`src/rtl/fifo_rd_pkg.sv`:
```
// Shared types and helpers for the FIFO burst reader.
// Provides the FSM state encoding and a count minimum helper.
package fifo_rd_pkg;

    typedef enum logic {
        S_IDLE  = 1'b0,
        S_BURST = 1'b1
    } state_e;

    // Callers zero-extend their counts into 32 bits and truncate the
    // result back, so the comparison happens at the count's own width.
    function automatic logic [31:0] min_cnt(
        input logic [31:0] a,
        input logic [31:0] b
    );
        return (a < b) ? a : b;
    endfunction

endpackage

```
`src/rtl/fifo_skid_buf.sv`:
```
// Two-entry in-order buffer between the FIFO dequeue and the stream.
// Ports: clk_i/rst_i, push_i+din_i (write), pop_i (read),
//        dout_o (head entry), occ_o (entries held, 0..2).
module fifo_skid_buf #(
    parameter int W = 33
) (
    input  logic         clk_i,
    input  logic         rst_i,
    input  logic         push_i,
    input  logic [W-1:0] din_i,
    input  logic         pop_i,
    output logic [W-1:0] dout_o,
    output logic [1:0]   occ_o
);

    logic [W-1:0] head_q, head_d;
    logic [W-1:0] tail_q, tail_d;
    logic [1:0]   occ_q, occ_d;

    // The parent never pushes into a full buffer without popping,
    // and never pops an empty one.
    always_comb begin
        head_d = head_q;
        tail_d = tail_q;
        occ_d  = occ_q;
        case ({push_i, pop_i})
            2'b10: begin
                if (occ_q == 2'd0) head_d = din_i;
                else               tail_d = din_i;
                occ_d = occ_q + 2'd1;
            end
            2'b01: begin
                head_d = tail_q;
                occ_d  = occ_q - 2'd1;
            end
            2'b11: begin
                if (occ_q == 2'd2) begin
                    head_d = tail_q;
                    tail_d = din_i;
                end else begin
                    head_d = din_i;
                end
            end
            default: ;
        endcase
    end

    always_ff @(posedge clk_i) begin
        if (rst_i) begin
            head_q <= '0;
            tail_q <= '0;
            occ_q  <= 2'd0;
        end else begin
            head_q <= head_d;
            tail_q <= tail_d;
            occ_q  <= occ_d;
        end
    end

    assign dout_o = head_q;
    assign occ_o  = occ_q;

endmodule

```
`src/rtl/fifo_burst_reader.sv`:
```
// Burst read master for first-word-fall-through FIFOs.
// Ports: CLK/RST; fifo_dot/emp/cnt in, fifo_deq out (FIFO side);
//        flush in, flush_done out; out_data/valid/ready/last stream.
module fifo_burst_reader
    import fifo_rd_pkg::*;
#(
    parameter int FIFO_SIZE  = 4,
    parameter int FIFO_WIDTH = 32,
    parameter int BURST_LEN  = 8
) (
    input  logic                  CLK,
    input  logic                  RST,
    input  logic [FIFO_WIDTH-1:0] fifo_dot,
    input  logic                  fifo_emp,
    input  logic [FIFO_SIZE:0]    fifo_cnt,
    output logic                  fifo_deq,
    input  logic                  flush,
    output logic [FIFO_WIDTH-1:0] out_data,
    output logic                  out_valid,
    input  logic                  out_ready,
    output logic                  out_last,
    output logic                  flush_done
);

    localparam int CW = FIFO_SIZE + 1;
    localparam logic [CW-1:0] BLEN = CW'(BURST_LEN);
    localparam logic [CW-1:0] ONE  = CW'(1);

    state_e        state_q, state_d;
    logic [CW-1:0] rem_q, rem_d;
    logic          pend_q, pend_d;
    logic          done_q, done_d;
    logic [CW-1:0] flush_len;
    logic          req;
    logic          pop;
    logic [1:0]    occ;
    logic [FIFO_WIDTH:0] head;

    assign flush_len = CW'(min_cnt(32'(fifo_cnt), 32'(BLEN)));
    assign req       = flush | pend_q;

    always_comb begin
        state_d  = state_q;
        rem_d    = rem_q;
        pend_d   = pend_q | flush;
        done_d   = 1'b0;
        fifo_deq = ~RST & (state_q == S_BURST) & (rem_q != '0)
                 & ~fifo_emp & (occ != 2'd2);
        case (state_q)
            S_IDLE: begin
                if (fifo_cnt >= BLEN) begin
                    state_d = S_BURST;
                    rem_d   = BLEN;
                end else if (req && !fifo_emp) begin
                    state_d = S_BURST;
                    rem_d   = flush_len;
                end
            end
            S_BURST: begin
                if (fifo_deq) begin
                    rem_d = rem_q - ONE;
                    if (rem_q == ONE) state_d = S_IDLE;
                end
            end
            default: state_d = S_IDLE;
        endcase
        // Flush completes only once nothing is left upstream or buffered.
        if (req && state_q == S_IDLE && fifo_emp
            && occ == 2'd0 && !fifo_deq) begin
            done_d = 1'b1;
            pend_d = 1'b0;
        end
    end

    always_ff @(posedge CLK) begin
        if (RST) begin
            state_q <= S_IDLE;
            rem_q   <= '0;
            pend_q  <= 1'b0;
            done_q  <= 1'b0;
        end else begin
            state_q <= state_d;
            rem_q   <= rem_d;
            pend_q  <= pend_d;
            done_q  <= done_d;
        end
    end

    assign pop = out_valid & out_ready;

    fifo_skid_buf #(
        .W(FIFO_WIDTH + 1)
    ) u_buf (
        .clk_i  (CLK),
        .rst_i  (RST),
        .push_i (fifo_deq),
        .din_i  ({rem_q == ONE, fifo_dot}),
        .pop_i  (pop),
        .dout_o (head),
        .occ_o  (occ)
    );

    assign out_valid  = (occ != 2'd0);
    assign out_data   = head[FIFO_WIDTH-1:0];
    assign out_last   = head[FIFO_WIDTH] & out_valid;
    assign flush_done = done_q;

endmodule

```
`config.mk`:
```
export PLATFORM = sky130hd
export DESIGN_NAME = fifo_burst_reader
export DESIGN_NICKNAME = d
export VERILOG_FILES = /design/src/rtl/fifo_rd_pkg.sv /design/src/rtl/fifo_skid_buf.sv /design/src/rtl/fifo_burst_reader.sv
export SDC_FILE = /design/constraint.sdc
export NUM_CORES = 1
export LEC_CHECK = 0
export CORE_MARGIN = 5
export CORE_UTILIZATION = 55
export DETAILED_ROUTE_END_ITERATION = 10
export PLACE_DENSITY = 0.88
export SLEW_MARGIN = 25
export SYNTH_ARGS = -nofsm -noshare
export SYNTH_HDL_FRONTEND = slang
export SYNTH_SLANG_ARGS = --single-unit
```
`constraint.sdc`:
```
create_clock -name CLK -period 4.48 [get_ports CLK]
set_input_delay 0.672 -clock CLK [delete_from_list [all_inputs] [get_ports CLK]]
set_output_delay 0.672 -clock CLK [all_outputs]
set_load 0.02 [all_outputs]
```
==> impl_metrics.ini <==
[worst_hold_path]
holdPathEnd = u_buf.tail_q[20]
worstHoldPathType = reg2reg
worstHoldPathCells = 2
hold_path_startpoint = u_buf.tail_q[20]

[place]
post-place-ws_ns = 0.9423
gp_congestion = 0.7876
io_buffers = 77
place.detailed.hpwl_um = 5792

[drt]
viasPerCell = 5.844
dr.pass1.iters = 5
avgRoutedWirePerCell_um = 16.55
ant_nets = 0
vias = 3080
drt_iter0_drc = 271
drc = 0
wirelength_um = 8722

[cts]
clk_pin_slew_ns = 0.08
clock-root-buffer = clkbuf_8
clockBufferDepth = 2
post_cts_resized = 0
cts_buffers = 9
hold_buffers = 0
cts_setup_buffers = 0
htreeDepth = 3
cts_sinks = 76
clock_latency_ns = 0.35
cts_tree = done

[timing]
clock_skew_ns = 0.008469
drv_slew = 0
fin_crit_ns = 3.284
worst_slew_pin_slew_ns = 1.057
fmax_mhz = 304.5
finalHoldViolations = 0
fin_setup_tns_ns = 0
rsz0062_at_grt = false
setup_slack_ns = 1.196
setup_viol = 0
period_share_pct = 73.30
relSlewSlack_pct = 29.29

[synth]
synth_edf_count = 0
ys.flop_type = dfxtp_1
synth_seq_cells = 76
syn-cell-area_mm2 = 0.003731
synth_seq_area_share_pct = 40.78
async_flop_share_pct = 0
synth_nets = 461
yosysWarnings = 0
ys_types = 48
syn_area_per_cell_um2 = 9.034
synth_cells = 413

[global_routing]
grt_max_degree = 80
grt_overflow = 0
grt_pass1_wl_um = 14230
grt_pass1_vias = 2977
grt_util_all_layers_pct = 20.70
antenna_found_initial = 0

[setup_path]
timing.rr.start = rem_q[0]
crit_fanout = 19
critPathLaunchType = flop
end_kind = flop
critPathKind = reg2reg
r2r_slack_ns = 1.20
reg2reg_depth = 11
path_cells = inv_1 > ha_1 > or4b_4 > nand4b_4 > inv_1 > ha_1 > nand2_1 > nand3_1 > buf_4 > a22oi_1 > a221oi_2
critPathArrivalTime_ns = 3.47
crit_slowest_cell = or4b_4
cp.required_ns = 4.66
r2r_end = u_buf.dout_o[12]
critical-path-max-stage-delay_ns = 0.49

[pwr]
power_density_mw_per_mm2 = 417.8
ir_worst_vdd_mv = 0.1934
p_leak_uw = 0.001480

[final_layout]
final_nets = 490
synthToLayoutAreaGrowth_pct = 20.05
layout-drive-gt1-share_pct = 13.65
diodes = 0
num-fill-cells = 506

[run_status]
status = finished clean

[floorplan]
die_area_mm2 = 0.008531
fp.coreArea_mm2 = 0.006681
io-pin-count = 78
die_x_um = 92.37
start_util_pct = 55.84
rows = 30
die_y_um = 92.37

[run]
maxCapViolCount = 0
registers in the layout, summed over array words and instances, names as in the netlist:
register / count
flush_done: 1
rem_q: 5
u_buf.tail_q: 33
u_buf.occ_o: 2
u_buf.dout_o: 33
state_q: 1
pend_q: 1
worst max-delay path by stage:
stage             start                to  slack [ns]  cells past startpoint
6_report       rem_q[0]  u_buf.dout_o[12]        1.20                     11
3_3_place_gp   fifo_emp  u_buf.dout_o[24]        1.04                      9
4_1_cts        rem_q[0]  u_buf.dout_o[12]        1.24                     11
3_5_place_dp   fifo_emp   u_buf.dout_o[1]        0.94                     10
2_1_floorplan  fifo_emp  u_buf.dout_o[12]        1.84                      9
5_1_grt        rem_q[0]  u_buf.dout_o[14]        1.04                     11
placed cells by master (no fill, tap or decap), types with 3 or more instances in the layout:
cell / count
buf_4: 7
dfxtp_1: 76
ha_1: 6
nand2_1: 70
clkdlybuf4s50_1: 76
clkbuf_8: 10
a221oi_2: 30
bufinv_16: 3
a22oi_1: 33
a221oi_1: 3
nor2_1: 39
nand3_1: 5
a21oi_1: 38
inv_1: 8
report_power, final:
group	total, uW	internal (uW)	switching [uW]
clock	645	385	260
sequential	768	731	37.0
combinational	459	209	250
routing by layer:
metal | up-vias | wire (um) | global-route usage (%)
li1 | 1507 | - | -
met1 | 1453 | 3705 | 26.09
met2 | 109 | 4252 | 34.20
met3 | 11 | 644 | 5.443
met4 | 0 | 119 | 7.178
met5 | - | 0 | 0
cell families after synthesis:
kind of cell             Yosys count  share of synthesized area [%]
flip-flops                        76                          40.78
AND/OR/NAND/NOR                  132                          15.46
buffers and inverters             74                          12.21
adder cells (fa/ha/maj)            6                          2.012
XOR/XNOR                           2                         0.4696
AO/OA/AOI/OAI                    123                          29.07
stage by stage:
step	area, um2	power [uW]	std cells	hold slack, ns	util [%]
5_1_grt	4479	1947	527	0.4777	67.04
6_report	4479	1872	527	0.4582	67.04
3_3_place_gp	4223	1227	510	0.4404	63.20
2_1_floorplan	3731	1127	413	0.4360	-
3_5_place_dp	4230	1240	511	0.4463	63.31
4_1_cts	4479	1875	527	0.4572	67.04
layout make-up:
class / count / area (um2) / area share (%)
multi-input cells: 263 / 1762 / 39.33
flip-flops and latches: 76 / 1521 / 33.97
repair buffers: 83 / 813.3 / 18.16
clock buffers: 10 / 137.6 / 3.073
clock inverters: 6 / 111.4 / 2.486
well taps: 80 / 100.1 / 2.235
inverters: 9 / 33.78 / 0.7542
cell usage after synthesis, types with 6 or more instances:
library cell / count / share of area [%]
inv_1: 8 / 0.80
dfxtp_1: 76 / 41
buf_6: 6 / 1.8
a21oi_1: 38 / 5.1
buf_4: 33 / 6.6
a22oi_1: 33 / 6.6
clkbuf_1: 16 / 1.6
a221oi_2: 30 / 12
nand2_1: 70 / 7.0
buf_2: 7 / 0.94
ha_1: 6 / 2.0
nor2_1: 39 / 3.9
worst max-delay path: cells and delay by family, from the launching register on:
kind | cells | cell delay, ns
buf+inv | 3 | 0.68
fa+ha+maj | 2 | 0.46
compound gates | 2 | 0.36
flops | 1 | 0.35
simple gates | 4 | 1.26
(Power assumes the default switching activity.)
